File: src/rtl/seq_detect_param.sv
// seq_detect_param: parametrised serial sequence detector.
// Shifts accepted bits into a PAT_W-deep history, compares it against a
// runtime-loadable pattern with per-bit don't-care mask, and emits a
// registered one-cycle match pulse plus a saturating match counter.
// Overlapping or non-overlapping detection is chosen per accepted bit.
module seq_detect_param #(
    parameter int                 PAT_W   = 4,
    parameter logic [PAT_W-1:0]   PATTERN = 4'b1010,
    parameter int                 CNT_W   = 8
) (
    input  logic              clk,
    input  logic              rst,
    input  logic              in,
    input  logic              in_valid,
    input  logic              overlap_en,
    input  logic              pat_ld,
    input  logic [PAT_W-1:0]  pat_in,
    input  logic [PAT_W-1:0]  mask_in,
    input  logic              cnt_clr,
    output logic              out,
    output logic [CNT_W-1:0]  match_cnt,
    output logic              cnt_sat,
    output logic              armed
);

    localparam int               FILL_W   = $clog2(PAT_W + 1);
    localparam logic [FILL_W-1:0] FILL_MAX = FILL_W'(PAT_W);

    typedef enum logic {
        S_FILL  = 1'b0,
        S_ARMED = 1'b1
    } state_t;

    // Saturating increment of the match counter.
    function automatic logic [CNT_W-1:0] sat_inc(input logic [CNT_W-1:0] c);
        if (c == {CNT_W{1'b1}}) begin
            return c;
        end
        return c + 1'b1;
    endfunction

    // Saturating increment of the fill level, capped at PAT_W.
    function automatic logic [FILL_W-1:0] fill_inc(input logic [FILL_W-1:0] f);
        if (f == FILL_MAX) begin
            return f;
        end
        return f + 1'b1;
    endfunction

    // Masked compare: a mask bit of 0 turns that position into don't-care.
    function automatic logic pat_hit(input logic [PAT_W-1:0] h,
                                     input logic [PAT_W-1:0] p,
                                     input logic [PAT_W-1:0] m);
        return ((h ^ p) & m) == '0;
    endfunction

    state_t             state_q, state_d;
    logic [PAT_W-1:0]   hist_q, hist_d;
    logic [FILL_W-1:0]  fill_q, fill_d;
    logic [PAT_W-1:0]   pat_q, pat_d;
    logic [PAT_W-1:0]   mask_q, mask_d;
    logic               out_q, out_d;
    logic [CNT_W-1:0]   cnt_q, cnt_d;
    logic               sat_q, sat_d;

    logic               accept;
    logic [PAT_W-1:0]   hist_shift;
    logic [FILL_W-1:0]  fill_next;
    logic               match;

    // Window update for the candidate bit; pat_ld drops any concurrent bit.
    always_comb begin
        accept     = in_valid & ~pat_ld;
        hist_shift = {hist_q[PAT_W-2:0], in};
        fill_next  = fill_inc(fill_q);
        match      = accept && (fill_next == FILL_MAX) &&
                     pat_hit(hist_shift, pat_q, mask_q);
    end

    // Next-state logic: history/fill, pattern load, pulse and counter.
    always_comb begin
        hist_d  = hist_q;
        fill_d  = fill_q;
        pat_d   = pat_q;
        mask_d  = mask_q;
        out_d   = 1'b0;
        cnt_d   = cnt_q;
        sat_d   = sat_q;
        state_d = state_q;

        if (pat_ld) begin
            pat_d  = pat_in;
            mask_d = mask_in;
            hist_d = '0;
            fill_d = '0;
        end else if (accept) begin
            out_d = match;
            if (match && !overlap_en) begin
                // Non-overlapping: the next match needs a full fresh window.
                hist_d = '0;
                fill_d = '0;
            end else begin
                hist_d = hist_shift;
                fill_d = fill_next;
            end
        end

        // Clear wins over a same-cycle match; the pulse still fires.
        if (cnt_clr) begin
            cnt_d = '0;
            sat_d = 1'b0;
        end else if (match) begin
            cnt_d = sat_inc(cnt_q);
            if (cnt_d == {CNT_W{1'b1}}) begin
                sat_d = 1'b1;
            end
        end

        state_d = (fill_d == FILL_MAX) ? S_ARMED : S_FILL;
    end

    // State register; reset restores the default pattern and clears all.
    always_ff @(posedge clk) begin
        if (rst) begin
            state_q <= S_FILL;
            hist_q  <= '0;
            fill_q  <= '0;
            pat_q   <= PATTERN;
            mask_q  <= '1;
            out_q   <= 1'b0;
            cnt_q   <= '0;
            sat_q   <= 1'b0;
        end else begin
            state_q <= state_d;
            hist_q  <= hist_d;
            fill_q  <= fill_d;
            pat_q   <= pat_d;
            mask_q  <= mask_d;
            out_q   <= out_d;
            cnt_q   <= cnt_d;
            sat_q   <= sat_d;
        end
    end

    assign out       = out_q;
    assign match_cnt = cnt_q;
    assign cnt_sat   = sat_q;
    assign armed     = (state_q == S_ARMED);

endmodule

File: config.mk
export PLATFORM = sky130hd
export DESIGN_NAME = seq_detect_param
export DESIGN_NICKNAME = d
export VERILOG_FILES = /design/src/rtl/seq_detect_param.sv
export SDC_FILE = /design/constraint.sdc
export NUM_CORES = 1
export LEC_CHECK = 0
export ABC_CLOCK_PERIOD_IN_PS = 2800
export BUFFER_PORTS_ARGS = -buffer_cell sky130_fd_sc_hd__buf_2
export CORE_ASPECT_RATIO = 1.25
export CORE_UTILIZATION = 53
export CTS_CLUSTER_DIAMETER = 60
export DETAILED_ROUTE_END_ITERATION = 16
export PLACE_DENSITY = 0.83
export RECOVER_POWER = 100
export SETUP_SLACK_MARGIN = 0.15
export SYNTH_ARGS = -nofsm -noshare
export SYNTH_HDL_FRONTEND = slang
export SYNTH_SLANG_ARGS = --single-unit
export TNS_END_PERCENT = 10
File: constraint.sdc
create_clock -name clk -period 2.8 [get_ports clk]
set_clock_uncertainty 0.2 [all_clocks]
set_input_delay 0 -clock clk [delete_from_list [all_inputs] [get_ports clk]]
set_output_delay 0 -clock clk [all_outputs]
set_load 0.01 [all_outputs]
# Word-level counts from Yosys, hierarchy flattened
# Cells that the tools add are included.
# word_totals
register_bits,25
inputBits,15
output_inout_bits,11
wordCells,44
# classes
n_addsub,2
eq_ne,5
n_mux,15
bitwise,5
n_reduce_logical,9
# op_table
operator,count
$mux W8,4
$mux W3,6
$eq A8 B8 Y1 const B,2
$eq A3 B3 Y1 const B,3
$add A8 B1 Y8 const B,1
$mux W1,5
$and A4 B4 Y4,1
$logic_not A4 Y1,1
$reduce_or A2 Y1,2
$xor A4 B4 Y4,1
$add A3 B1 Y3 const B,1
$logic_and A1 B1 Y1,3
$reduce_or A3 Y1,1
$not A1 Y1,2
$reduce_and A2 Y1,1
$and A1 B1 Y1,1
$logic_not A1 Y1,1

# Logic depth before layout (Yosys ltp)
# Gate-level depths: netlist (run 1).
# logic_depth
word_depth,13
ltp_mapped,8
ltp_nobuf,7

# Worst setup path before layout (run 1)
# Ideal clock, no wire load.
# synth_path
path_kind,register to register
from,reg fill_q[0]
to,"reg cnt_q[5], in the netlist match_cnt[5]"
setup_ps,70
t_arrival_ps,1850
required_time_ps,2530
setup_slack_ps,680
stages_incl_launch_ff,9
path_buffers,1
period_less_slack_ps,2120
path_cell_list,dfxtp_1 inv_1 ha_1 nand4bb_1 o211ai_2 nand4_2 buf_6 or3_1 a21oi_1
# synth_via
elab_chain_len,6
word_cells_on_any_way,8
classes_between,add/sub: 1; eq/ne: 2; mux: 3; reduce/logical: 2
# synth_rtl
item,line,source
from (decl),59,"logic [FILL_W-1:0] fill_q, fill_d;"
from (signal assigned),136,fill_q <= fill_d;
branches (longest 2 deep; another with $add A3 B1 Y3),--,
$mux W3 *,47,return f + 1'b1;
$eq A3 B3 Y1 *,76,match = accept && (fill_next == FILL_MAX) &&
$logic_and A1 B1 Y1 * (2 in a row),76,
to (signal assigned),140,cnt_q <= cnt_d;
to (decl),63,"logic [CNT_W-1:0] cnt_q, cnt_d;"
# Mark *: on every way between the ends. The select of a mux whose other input is x is not followed.
# A chain may end at the register's enable or synchronous reset.

# Final worst setup path (run 1)
# layout_path
from,reg fill_q[0]
to,"reg cnt_q[3], in the netlist match_cnt[3]"
# The elaborated chain is that of the path after synthesis.

==> results of run 1 <==
## cells in the mapped netlist, types with 2 or more instances
master     count
nand3b_1       2
clkbuf_1       2
nand2b_1       2
ha_1           3
o21ai_1        2
mux2_2         2
xor2_1         4
o21ai_0        5
mux2i_1        3
or4_1          2
nand4bb_1      3
dfxtp_1       25
nor2_1        17
nor2b_1        6
a21oi_1        8
buf_2          2
nor3_1         8
and3_1         4
inv_1          3
nand2_1       11
or3_1          2
a211o_1        6
a211oi_1       5
buf_1          3
nand3_1        3
## cells in the final DEF, fill, tap and decap left out, types with 2 or more instances in the layout
cell type,count
nand3_1,3
nand2b_1,2
xor2_1,4
nor3_1,8
inv_1,3
dlygate4sd3_1,26
buf_2,14
a211oi_1,5
nand3b_1,2
a21oi_1,8
ha_1,3
or3_1,2
a211o_1,6
nand2_1,11
clkbuf_1,11
and3_1,4
dfxtp_1,25
nor2_1,17
or4_1,2
o21ai_1,2
mux2i_1,3
nand4bb_1,3
o21ai_0,5
nor2b_1,6
clkbuf_4,3
mux2_2,2
## worst register-to-register path: stages (launching register included)
cell	delay, ns
dfxtp_1	0.51
inv_1	0.09
ha_1	0.36
nand4bb_1	0.20
o211ai_1	0.25
nand4_2	0.26
or4_1	0.55
o21ai_0	0.08
## power by group through the flow
| stage | logic, mW | clock network, mW | registers (mW) |
|---|---|---|---|
| after floorplan | 0.0417 | 0 | 0.380 |
| after detailed placement | 0.0584 | 0 | 0.382 |
| after CTS | 0.0894 | 0.170 | 0.374 |
| final | 0.0959 | 0.176 | 0.375 |
| after global routing | 0.103 | 0.185 | 0.376 |
| after global placement | 0.0553 | 0 | 0.382 |
## cells by family after synthesis
family | after synthesis | synth area share
AND/OR/NAND/NOR | 65 | 0.282
AO/OA/AOI/OAI | 32 | 0.171
flip-flops | 25 | 0.399
buffers and inverters | 11 | 0.0409
XOR/XNOR | 5 | 0.0349
multiplexers | 5 | 0.0419
adder cells (fa/ha/maj) | 3 | 0.0299
## how the worst max path moves through the flow
stage | slack [ns] | end | start
after detailed placement | 0.39 | match_cnt[3] | fill_q[0]
final | 0.24 | match_cnt[3] | fill_q[0]
after global routing | 0.13 | match_cnt[3] | fill_q[0]
after global placement | 0.50 | match_cnt[3] | fill_q[0]
after CTS | 0.33 | match_cnt[3] | fill_q[0]
after floorplan | 0.68 | match_cnt[5] | fill_q[0]
## layer usage
| layer | global-route usage | part of all wire |
|---|---|---|
| met5 | 0 | 0 |
| met1 | 0.337 | 0.40 |
| met3 | 0.0289 | 0.036 |
| met2 | 0.539 | 0.55 |
| met4 | 0.121 | 0.017 |
## metrics by stage
step	hold WS [ns]	util	cells
floorplan	-0.0821	-	146
global placement	0.00142	0.624	194
detailed placement	0.00963	0.624	194
CTS	0.294	0.754	224
global route	0.319	0.745	224
finish	0.297	0.745	224
## timing repair
| item | 4_1_cts | 5_1_grt |
|---|---|---|
| endpoints found under the setup margin | 0 | 0 |
| hold endpoints to repair | 25 | 0 |
| hold buffers | 26 | 0 |
## layout make-up
| type | count | area [um^2] |
|---|---|---|
| Clock inverter | 1 | 5.00 |
| Fill cell | 162 | 563 |
| Tap cell | 31 | 38.8 |
| Multi-Input combinational cell | 110 | 698 |
| Timing Repair Buffer | 51 | 372 |
| Sequential cell | 25 | 500 |
| Clock buffer | 3 | 22.5 |
| Inverter | 3 | 11.3 |
## state kept, by name (all words and copies together), names as in the netlist
name	cells
mask_q	4
armed	1
match_cnt	8
cnt_sat	1
hist_q	3
fill_q	3
pat_q	4
out	1
==> metrics.txt, run 1 <==
residual DRC count 0; post-synth top area cell dfxtp_1; relative slew slack 0.560; Post-synth EDFFs 0; Comb pwr share 0.148; final worst path period share 0.915; Avg Vias per Cell 5.63; largest net degree at the start of global routing 22; Clock transition at path regs 0.15 ns; DRT iter0 DRCs 34; H-tree levels 1; reg2reg start fill_q[0]; Die X-Extent 45.5 um; nets 212; Port-buffer cells 25; Psw 173 uW; worst slew pin tran 0.653 ns; VDD IR-drop max 0.382 mV; Crit Path Class register to register; core box area 2210 um^2; CP startpoint kind register; GRT overflow 0; unrepaired setup endpoints after global routing false; syn nets 164; Setup TNS 0 ns; WL per Instance 15.1 um; Max Cap Viol 0; Clk pwr share 0.272; CTS tree built; Worst R2R End match_cnt[3]; Die Ht 56.4 um; Placer Congestion 0.912; post-synthesis cell type count 38; Synth Flop Type dfxtp_1; outcome finished clean; HPWL after detailed placement 1.94 mm; r2r setup slk 0.24 ns; share of post-route cells with drive strength above 1 0.109; WP depth 7; internal power 475 uW; initial antenna violation count 0; Area after DPL 1380 um^2; hold wc startpoint cnt_sat; required time worst endpoint 2.87 ns; PwrDens 393 nW/um^2; worst reg2reg path depth 7; GRT Util Overall 0.298; switching share of power 0.267; Pwr Total 647 uW; Final Routed Wirelength 3.37 mm; starting density of the core 0.568; n_diodes 0; Syn Area/Cell 8.60 um^2; Hold Crit Depth 2; Clock Tree Buf Depth 2; Seq/Total Area, Yosys 0.399; # resized after CTS 0; Pleak 0.609 nW; first-pass GRT wire length 5.64 mm; hold path endpoint cnt_sat; Setup WS pre-CTS 0.387 ns; Mapped Area 1250 um^2; fmax 390 MHz; delay-heaviest family, CP simple AND/OR/NAND/NOR gates; Tmin final 2.56 ns; # Post-CTS Setup Buffers 0; Critical Path End Type register; Critical Path Fanout Max 11; Async SR Flop Fraction 0; endpoints failing setup 0; hold crit path type register to register; CP Cell Sequence inv_1 -> ha_1 -> nand4bb_1 -> o211ai_1 -> nand4_2 -> or4_1 -> o21ai_0; iteration count of the initial detailed-routing pass 4; Sink Count 25; Synth top area share 0.399; total CTS buffers 3; arrival time at the worst endpoint 2.64 ns; number of synthesis warnings 0; Slew Viols, Final 0; floorplan row count 19; Root Driver clkbuf_4; crit path buf inv count 1; Die Area 2570 um^2; Seq pwr share 0.580; Detail Route Antenna Nets 0; number of global-route vias before repair 1278; final hold violations 0; Final WS setup 0.237 ns; synth top area cells dfxtp_1 40%, nor2_1 5.1%, a211o_1 4.2%; Ports 26; Clock Latency Late Sink 0.34 ns; Largest stage delay, worst path 0.55 ns; Final Cell Area 1650 um^2; Post-Syn Instances 146; slowest CP cell or4_1; DR vias 1260; Layout Area Growth over Synthesis 31.3%; FF+latch count, synth 25
Note: power is estimated with default switching activity, not from simulation.
==> run 2, diff against run 1 <==
--- a/config.mk
+++ b/config.mk
@@ -11,6 +11,7 @@
 export CORE_UTILIZATION = 53
 export CTS_CLUSTER_DIAMETER = 60
 export DETAILED_ROUTE_END_ITERATION = 16
+export MAX_ROUTING_LAYER = met4
 export PLACE_DENSITY = 0.83
 export RECOVER_POWER = 100
 export SETUP_SLACK_MARGIN = 0.15
==> metrics.txt, run 2 (synthesis gave the netlist of run 1 again) <==
delay-heaviest family, CP simple AND/OR/NAND/NOR gates; commonest non-fill, non-tap cell in the layout dlygate4sd3_1; GRT overflow 0 (unchanged); fmax 403 MHz (+3.3%); Layout Area Growth over Synthesis 31.6%; GRT Util Overall 0.310 (+0.0116); PwrDens 386 nW/um^2 (-1.8%); Tmin final 2.48 ns (-0.0814 ns); iteration count of the initial detailed-routing pass 4 (unchanged); nets 212 (unchanged); crit path buf inv count 1 (unchanged); unrepaired setup endpoints after global routing true; Clock Latency Late Sink 0.32 ns (-0.02 ns); Setup TNS 0 ns (unchanged); Die Area 2570 um^2 (unchanged); outcome finished clean; arrival time at the worst endpoint 2.54 ns (-0.10 ns); final worst path period share 0.886 (-0.0291); Max Cap Viol 0 (unchanged); Slew Viols, Final 0 (unchanged); Critical Path End Type register; Avg Vias per Cell 5.77 (+2.5%); Ports 26 (unchanged); Crit Path Class register to register; residual DRC count 0 (unchanged); CP startpoint kind register; Die X-Extent 45.5 um (unchanged); WL per Instance 15.4 um (+2.3%); final cell count without fillers 224 (unchanged); core box area 2210 um^2 (unchanged); Placed Cells 194 (unchanged); Detail Route Antenna Nets 0 (unchanged); first-pass GRT wire length 5.56 mm (-1.3%); required time worst endpoint 2.86 ns (about the same); CTS tree built; total CTS buffers 3 (unchanged); number of global-route vias before repair 1275 (-0.23%); share of post-route cells with drive strength above 1 0.109 (unchanged); DRT iter0 DRCs 37 (+8.8%); Critical Path Fanout Max 11 (unchanged); HPWL after detailed placement 2.00 mm (+3.4%); worst slew pin tran 0.620 ns (-0.0331 ns); VDD IR-drop max 0.347 mV (-9.3%); final hold violations 0 (unchanged); Pleak 0.614 nW (+0.87%); Port-buffer cells 25 (unchanged); Sink Count 25 (unchanged); Root Driver clkbuf_4; Clock transition at path regs 0.14 ns (about the same); Placer Congestion 0.923 (+1.2%); n_diodes 0 (unchanged); Clock Tree Buf Depth 2 (unchanged); Largest stage delay, worst path 0.56 ns (about the same); DR vias 1292 (+2.5%); most frequent cells in the layout 26 x dlygate4sd3_1, 25 x dfxtp_1, 17 x nor2_1; Final Routed Wirelength 3.45 mm (+2.3%); endpoints failing setup 0 (unchanged); H-tree levels 1 (unchanged); hold crit path type register to register; max FFs per register 8 (unchanged); largest net degree at the start of global routing 22 (unchanged); slowest CP cell or4_1; CP Cell Sequence inv_1 -> ha_1 -> nand4bb_1 -> o211ai_2 -> nand4_2 -> or4_1 -> o21ai_0; floorplan row count 19 (unchanged); starting density of the core 0.568 (unchanged); relative slew slack 0.583 (+0.0223); initial antenna violation count 0 (unchanged); Die Ht 56.4 um (unchanged); # Post-CTS Setup Buffers 0 (unchanged)
==> run 2: final cells by class <==
class                      instances  area, um^2
tap                               31        38.8
timing repair buffer              51         372
inverter                           3        11.3
multi-input combinational        110         703
sequential                        25         500
clock buffer                       4        26.3
fill                             181         559
==> run 2: per-layer routing <==
layer	global-route usage	vias to the layer above	wire length (um)
met2	0.539	49	1920
met4	0.173	0	116
met3	0.0418	16	127
met1	0.316	609	1290
li1	-	618	-
met5	-	-	0
==> run 2: worst min-delay path, stage by stage, from the launching register on <==
cell	delay, ns
dfxtp_1	0.33
nand2_1	0.05
o31ai_1	0.06
==> run 2: timing repair <==
item	4_1_cts	5_1_grt
resized for setup	0	1
endpoints found under the hold margin	25	0
endpoints found under the setup margin	0	1
hold buffers	26	0
==> run 2: path summary, 6_finish.rpt <==
kind / start / to / slack, ns / cells after the start
hold / removal: cnt_sat / cnt_sat / 0.27 / 2
hold reg to reg: cnt_sat / cnt_sat / 0.27 / 2
setup reg to reg: fill_q[0] / match_cnt[3] / 0.32 / 7
setup / recovery: fill_q[0] / match_cnt[3] / 0.32 / 7
==> run 2: report_power, final <==
group	internal, mW	switching (mW)	leakage (nW)
logic	0.0541	0.0422	0.395
clock network	0.0558	0.110	0.0150
registers	0.367	0.00856	0.204
total	0.477	0.161	0.614
==> run 2: per-stage QoR <==
stage	power, mW	area [um^2]	util	setup WS, ns	hold slack [ns]
final	0.637	1650	0.747	0.318	0.268
after global routing	0.660	1650	0.747	0.129	0.290
after CTS	0.630	1670	0.753	0.329	0.269
after global placement	0.437	1380	0.624	0.503	0.00158
after floorplan	0.422	1250	-	0.680	-0.0821
after detailed placement	0.441	1380	0.624	0.361	0.00963
==> run 3, diff against run 2 <==
--- a/config.mk
+++ b/config.mk
@@ -5,7 +5,7 @@
 export SDC_FILE = /design/constraint.sdc
 export NUM_CORES = 1
 export LEC_CHECK = 0
-export ABC_CLOCK_PERIOD_IN_PS = 2800
+export ABC_CLOCK_PERIOD_IN_PS = 2300
 export BUFFER_PORTS_ARGS = -buffer_cell sky130_fd_sc_hd__buf_2
 export CORE_ASPECT_RATIO = 1.25
 export CORE_UTILIZATION = 53
==> constraint.sdc (replaced) <==
create_clock -name clk -period 2.3 [get_ports clk]
set_clock_uncertainty 0.2 [all_clocks]
set_input_delay 0 -clock clk [delete_from_list [all_inputs] [get_ports clk]]
set_output_delay 0 -clock clk [all_outputs]
set_load 0.01 [all_outputs]
==> metrics.txt, run 3 (synthesis gave the netlist of run 1 again) <==
outcome finished clean; Seq pwr share 0.583 (-0.006); Die X-Extent 45.5 um (unchanged); Layout fillers 162 (-10%); Avg Vias per Cell 5.74 (-0.41%); DRT iter0 DRCs 40 (+8.1%); CP startpoint kind register; endpoints failing setup 0 (unchanged); most frequent cells in the layout 25 x dfxtp_1, 25 x dlygate4sd3_1, 17 x nor2_1; Tmin final 2.15 ns (-0.331 ns); Final Cell Area 1700 um^2 (+2.8%); unrepaired setup endpoints after global routing true; Crit Path Class register to register; number of global-route vias before repair 1284 (+0.71%); Detail Route Antenna Nets 0 (unchanged); floorplan row count 19 (unchanged); Final Routed Wirelength 3.37 mm (-2.3%); Max Cap Viol 0 (unchanged); Clk pwr share 0.260 (about the same); switching share of power 0.257 (+0.00466); H-tree levels 1 (unchanged); final worst path period share 0.935 (+0.0489); Root Driver clkbuf_4; total CTS buffers 3 (unchanged); GRT overflow 0 (unchanged); Area after DPL 1390 um^2 (+1.1%); worst reg2reg path depth 7 (unchanged); DR WL met3 176 um (+39%); Pleak 0.638 nW (+3.9%); share of post-route cells with drive strength above 1 0.143 (+0.0340); Top Layer Used met4; Psw 200 uW (+25%); required time worst endpoint 2.35 ns (-0.51 ns); HPWL after detailed placement 1.98 mm (-1.3%); GRT Util Overall 0.299 (-0.0111); DR vias 1304 (+0.93%); Critical Path End Type register; CTS tree built; Ports 26 (unchanged); Layout Area Growth over Synthesis 35.3%; M1 wire length 1.27 mm (-1.5%); Clock Latency Late Sink 0.33 ns (about the same); Die Ht 56.4 um (unchanged); iteration count of the initial detailed-routing pass 5 (+1); Hold Crit Depth 3 (+1); WL met2 1.81 mm (-5.7%); Clock transition at path regs 0.13 ns (about the same); Clock Tree Buf Depth 2 (unchanged); Sink Count 25 (unchanged); Slew Viols, Final 0 (unchanged); starting density of the core 0.568 (unchanged); Largest stage delay, worst path 0.54 ns (-0.02 ns); arrival time at the worst endpoint 2.20 ns (-0.34 ns); WL per Instance 14.9 um (-3.6%); max FFs per register 8 (unchanged); fmax 465 MHz (+15%); initial antenna violation count 0 (unchanged); slowest CP cell or4_1; n_diodes 0 (unchanged); core box area 2210 um^2 (unchanged); residual DRC count 0 (unchanged); Setup TNS 0 ns (unchanged); relative slew slack 0.562 (-0.0204); Comb pwr share 0.158 (+0.007); largest net degree at the start of global routing 18 (-18%); Placer Congestion 0.878 (-4.8%); first-pass GRT wire length 5.51 mm (-0.99%); PwrDens 460 nW/um^2 (+19%); VDD IR-drop max 0.452 mV (+30%); Critical Path Fanout Max 7 (-4); nets 215 (+1.4%); hold crit path type primary input to register; Port-buffer cells 25 (unchanged); final hold violations 0 (unchanged); internal power 580 uW (+22%); CP Cell Sequence inv_1 -> ha_4 -> nand4bb_1 -> o211ai_2 -> nand4_4 -> or4_1 -> o21ai_0; worst slew pin tran 0.651 ns (+0.0303 ns); Die Area 2570 um^2 (unchanged)
run 3: cell count changes in the layout (fill, tap and decap cells not counted), sizes merged:
cell	change
clkinv	+1
dlygate4sd3	-1
buf	+3
run 3: final timing paths:
path / start / to / slack, ns
worst max-delay path: fill_q[0] / match_cnt[3] / 0.15
worst min-delay path: pat_ld / out / 0.05
worst max register to register: fill_q[0] / match_cnt[3] / 0.15
worst min register to register: cnt_sat / cnt_sat / 0.28
run 3: final cells by class:
class / count / area, um^2 / area share
repair buffers: 54 / 388 / 0.228
multi-input cells: 110 / 732 / 0.431
clock inverters: 1 / 5.00 / 0.00295
flip-flops and latches: 25 / 500 / 0.295
well taps: 31 / 38.8 / 0.0228
clock buffers: 3 / 22.5 / 0.0133
inverters: 3 / 11.3 / 0.00663
run 3: power groups by stage:
stage                     registers [mW]  clock network [mW]  logic [mW]
final                              0.455               0.203       0.123
after global routing               0.456               0.220       0.134
after CTS                          0.454               0.207       0.116
after detailed placement           0.464                   0      0.0748
after global placement             0.463                   0      0.0707
after floorplan                    0.463                   0      0.0507
run 3: per-stage QoR:
step	power, mW	hold slack (ns)	setup WS, ns	utilization	instances
global route	0.810	0.117	0.0909	0.768	227
global placement	0.534	0.00124	0.210	0.630	196
floorplan	0.514	-0.0821	0.180	-	146
detailed placement	0.538	0.0111	0.106	0.630	196
CTS	0.777	0.0449	0.216	0.774	227
finish	0.781	0.0527	0.149	0.768	227
run 3: timing repair:
| action | in CTS | in global routing |
|---|---|---|
| setup endpoints to repair | 4 | 9 |
| resized for setup | 4 | 3 |
| hold buffers | 25 | 0 |
| hold endpoints to repair | 25 | 0 |
| buffers inserted | 2 | 0 |
| pin swaps | 1 | 1 |
run 3: worst max-delay path: cells and delay by family (launching register included):
kind,cells,cell delay (ns)
compound gates,2,0.32
buf+inv,1,0.08
fa+ha+maj,1,0.26
simple gates,3,0.87
flops,1,0.35
run 3: layer usage:
layer,global-route usage,up-vias
li1,-,628
met1,0.316,599
met2,0.520,62
met3,0.0386,15
met4,0.143,0
met5,-,-
